File: src/rtl/dog_pyramid_diff.sv
// Difference-of-Gaussian stage: turns NUM_SCALES co-located Gaussian pixels
// into NUM_SCALES-1 DoG lanes through a fixed 2-cycle pipeline. It also keeps
// a per-lane running maximum magnitude and reports it once per frame.
module dog_pyramid_diff #(
  parameter int unsigned PIX_W      = 8,
  parameter int unsigned NUM_SCALES = 5,
  parameter int unsigned SB_W       = 1
) (
  input  logic                                    clk,
  input  logic                                    irst_n,
  input  logic                                    ivalid,
  input  logic [NUM_SCALES*PIX_W-1:0]             idata,
  input  logic [SB_W-1:0]                         isb,
  input  logic                                    isof,
  input  logic [1:0]                              imode,
  output logic                                    ovalid,
  output logic [(NUM_SCALES-1)*(PIX_W+1)-1:0]     odata,
  output logic [SB_W-1:0]                         osb,
  output logic                                    osof,
  output logic [(NUM_SCALES-1)*PIX_W-1:0]         omax,
  output logic                                    omax_valid
);

  localparam int unsigned L  = NUM_SCALES - 1;
  localparam int unsigned LW = PIX_W + 1;

  typedef enum logic [1:0] {
    MODE_CLAMP  = 2'd0,
    MODE_ABS    = 2'd1,
    MODE_SIGNED = 2'd2,
    MODE_RSVD   = 2'd3
  } mode_e;

  // Stage-1 registers
  logic [NUM_SCALES*PIX_W-1:0] data1_q;
  logic [SB_W-1:0]             sb1_q;
  logic                        sof1_q;
  mode_e                       mode1_q;
  logic                        v1_q;

  // Stage-2 / output registers
  logic [L*LW-1:0]             odata_q;
  logic [SB_W-1:0]             osb_q;
  logic                        osof_q;
  logic                        ovalid_q;

  // Frame statistics
  logic [L*PIX_W-1:0]          acc_q,  acc_d;
  logic [L*PIX_W-1:0]          omax_q, omax_d;
  logic                        omax_valid_q, omax_valid_d;
  logic                        frame_seen_q, frame_seen_d;

  // Combinational lane results
  logic [L*LW-1:0]             lanes_d;
  logic [L*PIX_W-1:0]          mag_d;

  // Stage 1: capture the pixel, its sideband and its mode together
  always_ff @(posedge clk or negedge irst_n) begin
    if (!irst_n) begin
      data1_q <= '0;
      sb1_q   <= '0;
      sof1_q  <= 1'b0;
      mode1_q <= MODE_CLAMP;
      v1_q    <= 1'b0;
    end else begin
      v1_q <= ivalid;
      if (ivalid) begin
        data1_q <= idata;
        sb1_q   <= isb;
        sof1_q  <= isof;
        mode1_q <= mode_e'(imode);
      end
    end
  end

  // Per-lane difference, output formatting and magnitude
  always_comb begin : lane_calc
    logic [PIX_W:0] ga;
    logic [PIX_W:0] gb;
    logic [PIX_W:0] diff;
    logic [PIX_W:0] absd;
    logic [PIX_W:0] clamp;
    logic [PIX_W:0] lane;
    logic           gt;
    lanes_d = '0;
    mag_d   = '0;
    ga      = '0;
    gb      = '0;
    diff    = '0;
    absd    = '0;
    clamp   = '0;
    lane    = '0;
    gt      = 1'b0;
    for (int unsigned k = 0; k < L; k++) begin
      ga    = {1'b0, data1_q[k*PIX_W +: PIX_W]};
      gb    = {1'b0, data1_q[(k+1)*PIX_W +: PIX_W]};
      gt    = (ga > gb);
      diff  = ga - gb;
      absd  = gt ? diff : (gb - ga);
      clamp = gt ? diff : '0;
      case (mode1_q)
        MODE_ABS:    lane = absd;
        MODE_SIGNED: lane = diff;
        default:     lane = clamp;
      endcase
      lanes_d[k*LW +: LW] = lane;
      // Magnitude follows the clamp rule in modes 0/3, |D| otherwise
      if (mode1_q == MODE_ABS || mode1_q == MODE_SIGNED)
        mag_d[k*PIX_W +: PIX_W] = absd[PIX_W-1:0];
      else
        mag_d[k*PIX_W +: PIX_W] = clamp[PIX_W-1:0];
    end
  end

  // Stage 2: register lane results and align sideband/sof with them
  always_ff @(posedge clk or negedge irst_n) begin
    if (!irst_n) begin
      odata_q  <= '0;
      osb_q    <= '0;
      osof_q   <= 1'b0;
      ovalid_q <= 1'b0;
    end else begin
      ovalid_q <= v1_q;
      if (v1_q) begin
        odata_q <= lanes_d;
        osb_q   <= sb1_q;
        osof_q  <= sof1_q;
      end
    end
  end

  // Frame statistics next state: a sof restarts the accumulator from the
  // current pixel and, once a frame has been seen, publishes the old max
  always_comb begin
    acc_d        = acc_q;
    omax_d       = omax_q;
    omax_valid_d = 1'b0;
    frame_seen_d = frame_seen_q;
    if (v1_q) begin
      if (sof1_q) begin
        acc_d = mag_d;
        if (frame_seen_q) begin
          omax_d       = acc_q;
          omax_valid_d = 1'b1;
        end else begin
          frame_seen_d = 1'b1;
        end
      end else begin
        for (int unsigned k = 0; k < L; k++) begin
          if (mag_d[k*PIX_W +: PIX_W] > acc_q[k*PIX_W +: PIX_W])
            acc_d[k*PIX_W +: PIX_W] = mag_d[k*PIX_W +: PIX_W];
        end
      end
    end
  end

  // Frame statistics registers
  always_ff @(posedge clk or negedge irst_n) begin
    if (!irst_n) begin
      acc_q        <= '0;
      omax_q       <= '0;
      omax_valid_q <= 1'b0;
      frame_seen_q <= 1'b0;
    end else begin
      acc_q        <= acc_d;
      omax_q       <= omax_d;
      omax_valid_q <= omax_valid_d;
      frame_seen_q <= frame_seen_d;
    end
  end

  assign ovalid     = ovalid_q;
  assign odata      = odata_q;
  assign osb        = osb_q;
  assign osof       = osof_q;
  assign omax       = omax_q;
  assign omax_valid = omax_valid_q;

endmodule

File: config.mk
export PLATFORM = sky130hd
export DESIGN_NAME = dog_pyramid_diff
export DESIGN_NICKNAME = d
export VERILOG_FILES = /design/src/rtl/dog_pyramid_diff.sv
export SDC_FILE = /design/constraint.sdc
export NUM_CORES = 1
export LEC_CHECK = 0
export CAP_MARGIN = 30
export CORE_UTILIZATION = 45
export CTS_CLUSTER_SIZE = 30
export DETAILED_ROUTE_END_ITERATION = 10
export GPL_TIMING_DRIVEN = 1
export PLACE_DENSITY = 0.73
export SLEW_MARGIN = 5
export SYNTH_ARGS = -nofsm -noshare
export SYNTH_HDL_FRONTEND = slang
export SYNTH_SLANG_ARGS = --single-unit
File: constraint.sdc
create_clock -name clk -period 4.8 [get_ports clk]
set_input_delay 0.48 -clock clk [delete_from_list [all_inputs] [get_ports clk]]
set_output_delay 0.48 -clock clk [all_outputs]
set_load 0.01 [all_outputs]
==> out/summary.txt <==
total track usage - 24.1%
reg-to-reg critical path startpoint - data1_q[1]
RSZ-0062 raised after global routing - no
final setup fails - 0
Seq/Total Area, Yosys - 36.1%
Cell Pwr Density - 492 nW/um^2
Clock Skews - 12.8 ps
P_leak - 5.60 nW
vias in the first global route - 8268
core box area - 22600 um^2
routability cong. - 0.918
TritonCTS buffer count - 17
CP Capture Point - acc_q[7]
Worst IR Drop VDD - 250 uV
clk slew on worst S/H paths - 70 ps
postcts setup bufs - 0
Reg-to-Reg End - acc_q[7]
clock buffer depth - 2
Clock Latency Late Sink - 430 ps
Tmin final - 4310 ps
largest fanout on the critical path - 15
syn_nets - 1296
setup_tns - 0 ps
H-tree Lvls - 4
Worst EP required - 5100 ps
kind of critical path - register to register
largest net degree at the start of global routing - 71
row cnt - 55
Pre-Repair DR Iteration Count - 5
Final Hold Viols - 0
Detail Route Antenna Nets - 0
initial antenna violation count - 0
Slew Viols, Final - 0
syn_area_per_cell - 9.11 um^2
Max Cap Viol - 0
io pins - 119
status - completed
Final nets - 1388
post-cts resize count - 0
Worst slew margin - 38.4%
Sink Count - 150
Port Buffer Count - 118
total number of vias - 8630
Worst Setup SP - data1_q[1]
critical-path cell list - inv_1, ha_1, nor2b_1, o21ai_0, nand2_1, a31o_2, or3_1, o21ai_2, ha_1, nand3_1, o21bai_1, a21oi_1, a211oi_1, a31oi_1, o21ai_1, buf_4, mux2_2
fraction of registers with async set/reset - 100%
R2R setup slack - 490 ps
Syn-to-layout area delta - 18.2%
most frequent CP cell - ha_1
# fillers - 2082
crit-path max cell delay - 410 ps
DRT iter0 DRCs - 616
worst reg2reg path depth - 17
layout cells sized above 1 - 10.0%
grt ovf - 0
Worst EP arrival - 4620 ps
Initial Util - 46.0%
CP delay by family, top - compound AO/OA/AOI/OAI gates
Die ar. - 23700 um^2
crit path capture type - register
chip width - 154 um
first-pass GRT wire length - 44.7 mm
slowest CP cell - o21ai_1
EDFF count, synth - 0
CTS root buf - clkbuf_16
total power - 6.05 mW
Top FF cell, synth - dfrtp_1
Worst setup SP type - register
Residual DRC - 0
Post-CTS Hold Fix Bufs - 0
CTS tree - yes
DP HPWL - 21.5 mm
WP buf/inv - 2
Crit path depth - 17
Die Ht - 154 um
mapped cell area - 10400 um^2
max frequency - 232 MHz
Yosys warnings - 0
Hold WC Path Type - input pin to async pin
DRT Wirelength - 27.8 mm
synthesized flop and latch total - 150
Tcrit/Tclk final - 89.8%
Routed WL per cell - 18.2 um
vias per cell - 5.63
Post-Syn Instances - 1143
Yosys cell types - 88
# diodes - 0
Slew @ Worst Pin - 925 ps
registers in the layout, indices dropped and copies added (netlist names):
signal,count
v1_q,1
acc_q,32
odata,36
sb1_q,1
ovalid,1
frame_seen_q,1
data1_q,40
omax_valid,1
osb,1
sof1_q,1
mode1_q,2
omax,32
osof,1
where the power goes:
| part | switching [mW] | leakage, nW | total (mW) | internal [mW] |
|---|---|---|---|---|
| combinational | 1.51 | 3.44 | 2.83 | 1.32 |
| clock | 0.594 | 0.294 | 1.38 | 0.782 |
| sequential | 0.227 | 1.86 | 1.85 | 1.62 |
| total | 2.33 | 5.60 | 6.05 | 3.73 |
Yosys cell counts (3+ instances only):
cell         n  share of area, %
dfrtp_1    150                36
o21ai_0    127               6.1
nand2_1    126               4.5
inv_1      102               3.7
ha_1        98                12
nor2_1      67               2.4
a21oi_1     51               2.5
mux2_2      34               3.7
clkbuf_1    33               1.2
xnor2_1     30               2.5
a21o_1      27               1.9
nor2b_1     20               1.2
o21a_1      18               1.3
a211oi_1    14               1.0
nand3_1     14              0.67
nand2b_1    11              0.66
a31oi_1     10              0.60
buf_2       10              0.48
buf_6       10               1.1
nor3_1       9              0.43
o21bai_1     9              0.65
o22ai_1      9              0.54
xor2_1       9              0.76
fa_1         8               1.5
o31ai_1      8              0.58
a221oi_1     6              0.50
a22o_1       6              0.50
mux2i_1      6              0.58
nand4_1      6              0.36
o2bb2ai_1    6              0.50
a311oi_1     5              0.42
a31o_2       5              0.42
a31o_1       4              0.34
and2_1       4              0.24
o211ai_1     4              0.29
o21ai_1      4              0.19
or4_1        4              0.29
a21oi_2      3              0.25
a221oi_2     3              0.43
and3_2       3              0.22
buf_4        3              0.22
o2111ai_1    3              0.25
o21ai_2      3              0.25
o31ai_2      3              0.36
kinds of logic after synthesis:
| kind of cell | Yosys count | synth area share [%] |
|---|---|---|
| multiplexers | 42 | 4.54 |
| XOR/XNOR | 39 | 3.28 |
| adder cells (fa/ha/maj) | 106 | 13.3 |
| buffers and inverters | 161 | 6.95 |
| flip-flops | 150 | 36.1 |
| AND/OR/NAND/NOR | 289 | 13.2 |
| AO/OA/AOI/OAI | 356 | 22.6 |
worst min path at each step:
| stage | to | startpoint | slack [ps] |
|---|---|---|---|
| 6_report | omax[27] | irst_n | 60 |
| 5_1_grt | omax[30] | irst_n | 90 |
| 4_1_cts | omax[25] | irst_n | 80 |
| 3_5_place_dp | frame_seen_q | frame_seen_q | 470 |
| 3_3_place_gp | frame_seen_q | frame_seen_q | 460 |
| 2_1_floorplan | acc_q[0] | irst_n | 180 |
area by class of cell:
class / instances / area (um^2) / share of cell area (%)
multi-input cells: 832 / 5940 / 48.2
flip-flops and latches: 150 / 3750 / 30.5
repair buffers: 132 / 1280 / 10.4
clock buffers: 17 / 425 / 3.46
inverters: 102 / 383 / 3.11
well taps: 285 / 357 / 2.90
clock inverters: 15 / 169 / 1.37
per-layer routing:
metal / track usage, % / vias up / part of all wire [%]
met5: 0 / - / 0
met4: 7.95 / 0 / 2.3
met3: 3.02 / 43 / 5.5
met2: 36.8 / 293 / 44
met1: 35.3 / 4094 / 48
li1: - / 4200 / -
cell usage in the layout, fill, tap and decap left out, types with 30 or more instances in the layout:
cell,count
mux2_2,34
o21ai_0,127
dfrtp_1,149
a21oi_1,51
clkdlybuf4s50_1,116
ha_1,98
xnor2_1,30
inv_1,102
nor2_1,67
nand2_1,126
stage by stage:
step	instances	cell area, um^2	setup WS (ps)	util [%]	hold slack (ps)
floorplan	1143	10400	972	-	184
global placement	1501	11700	718	51.7	459
detailed placement	1501	11700	634	51.7	470
CTS	1533	12300	539	54.4	84.0
global route	1533	12300	196	54.4	94.8
finish	1533	12300	489	54.4	62.1
(Power assumes the default switching activity.)
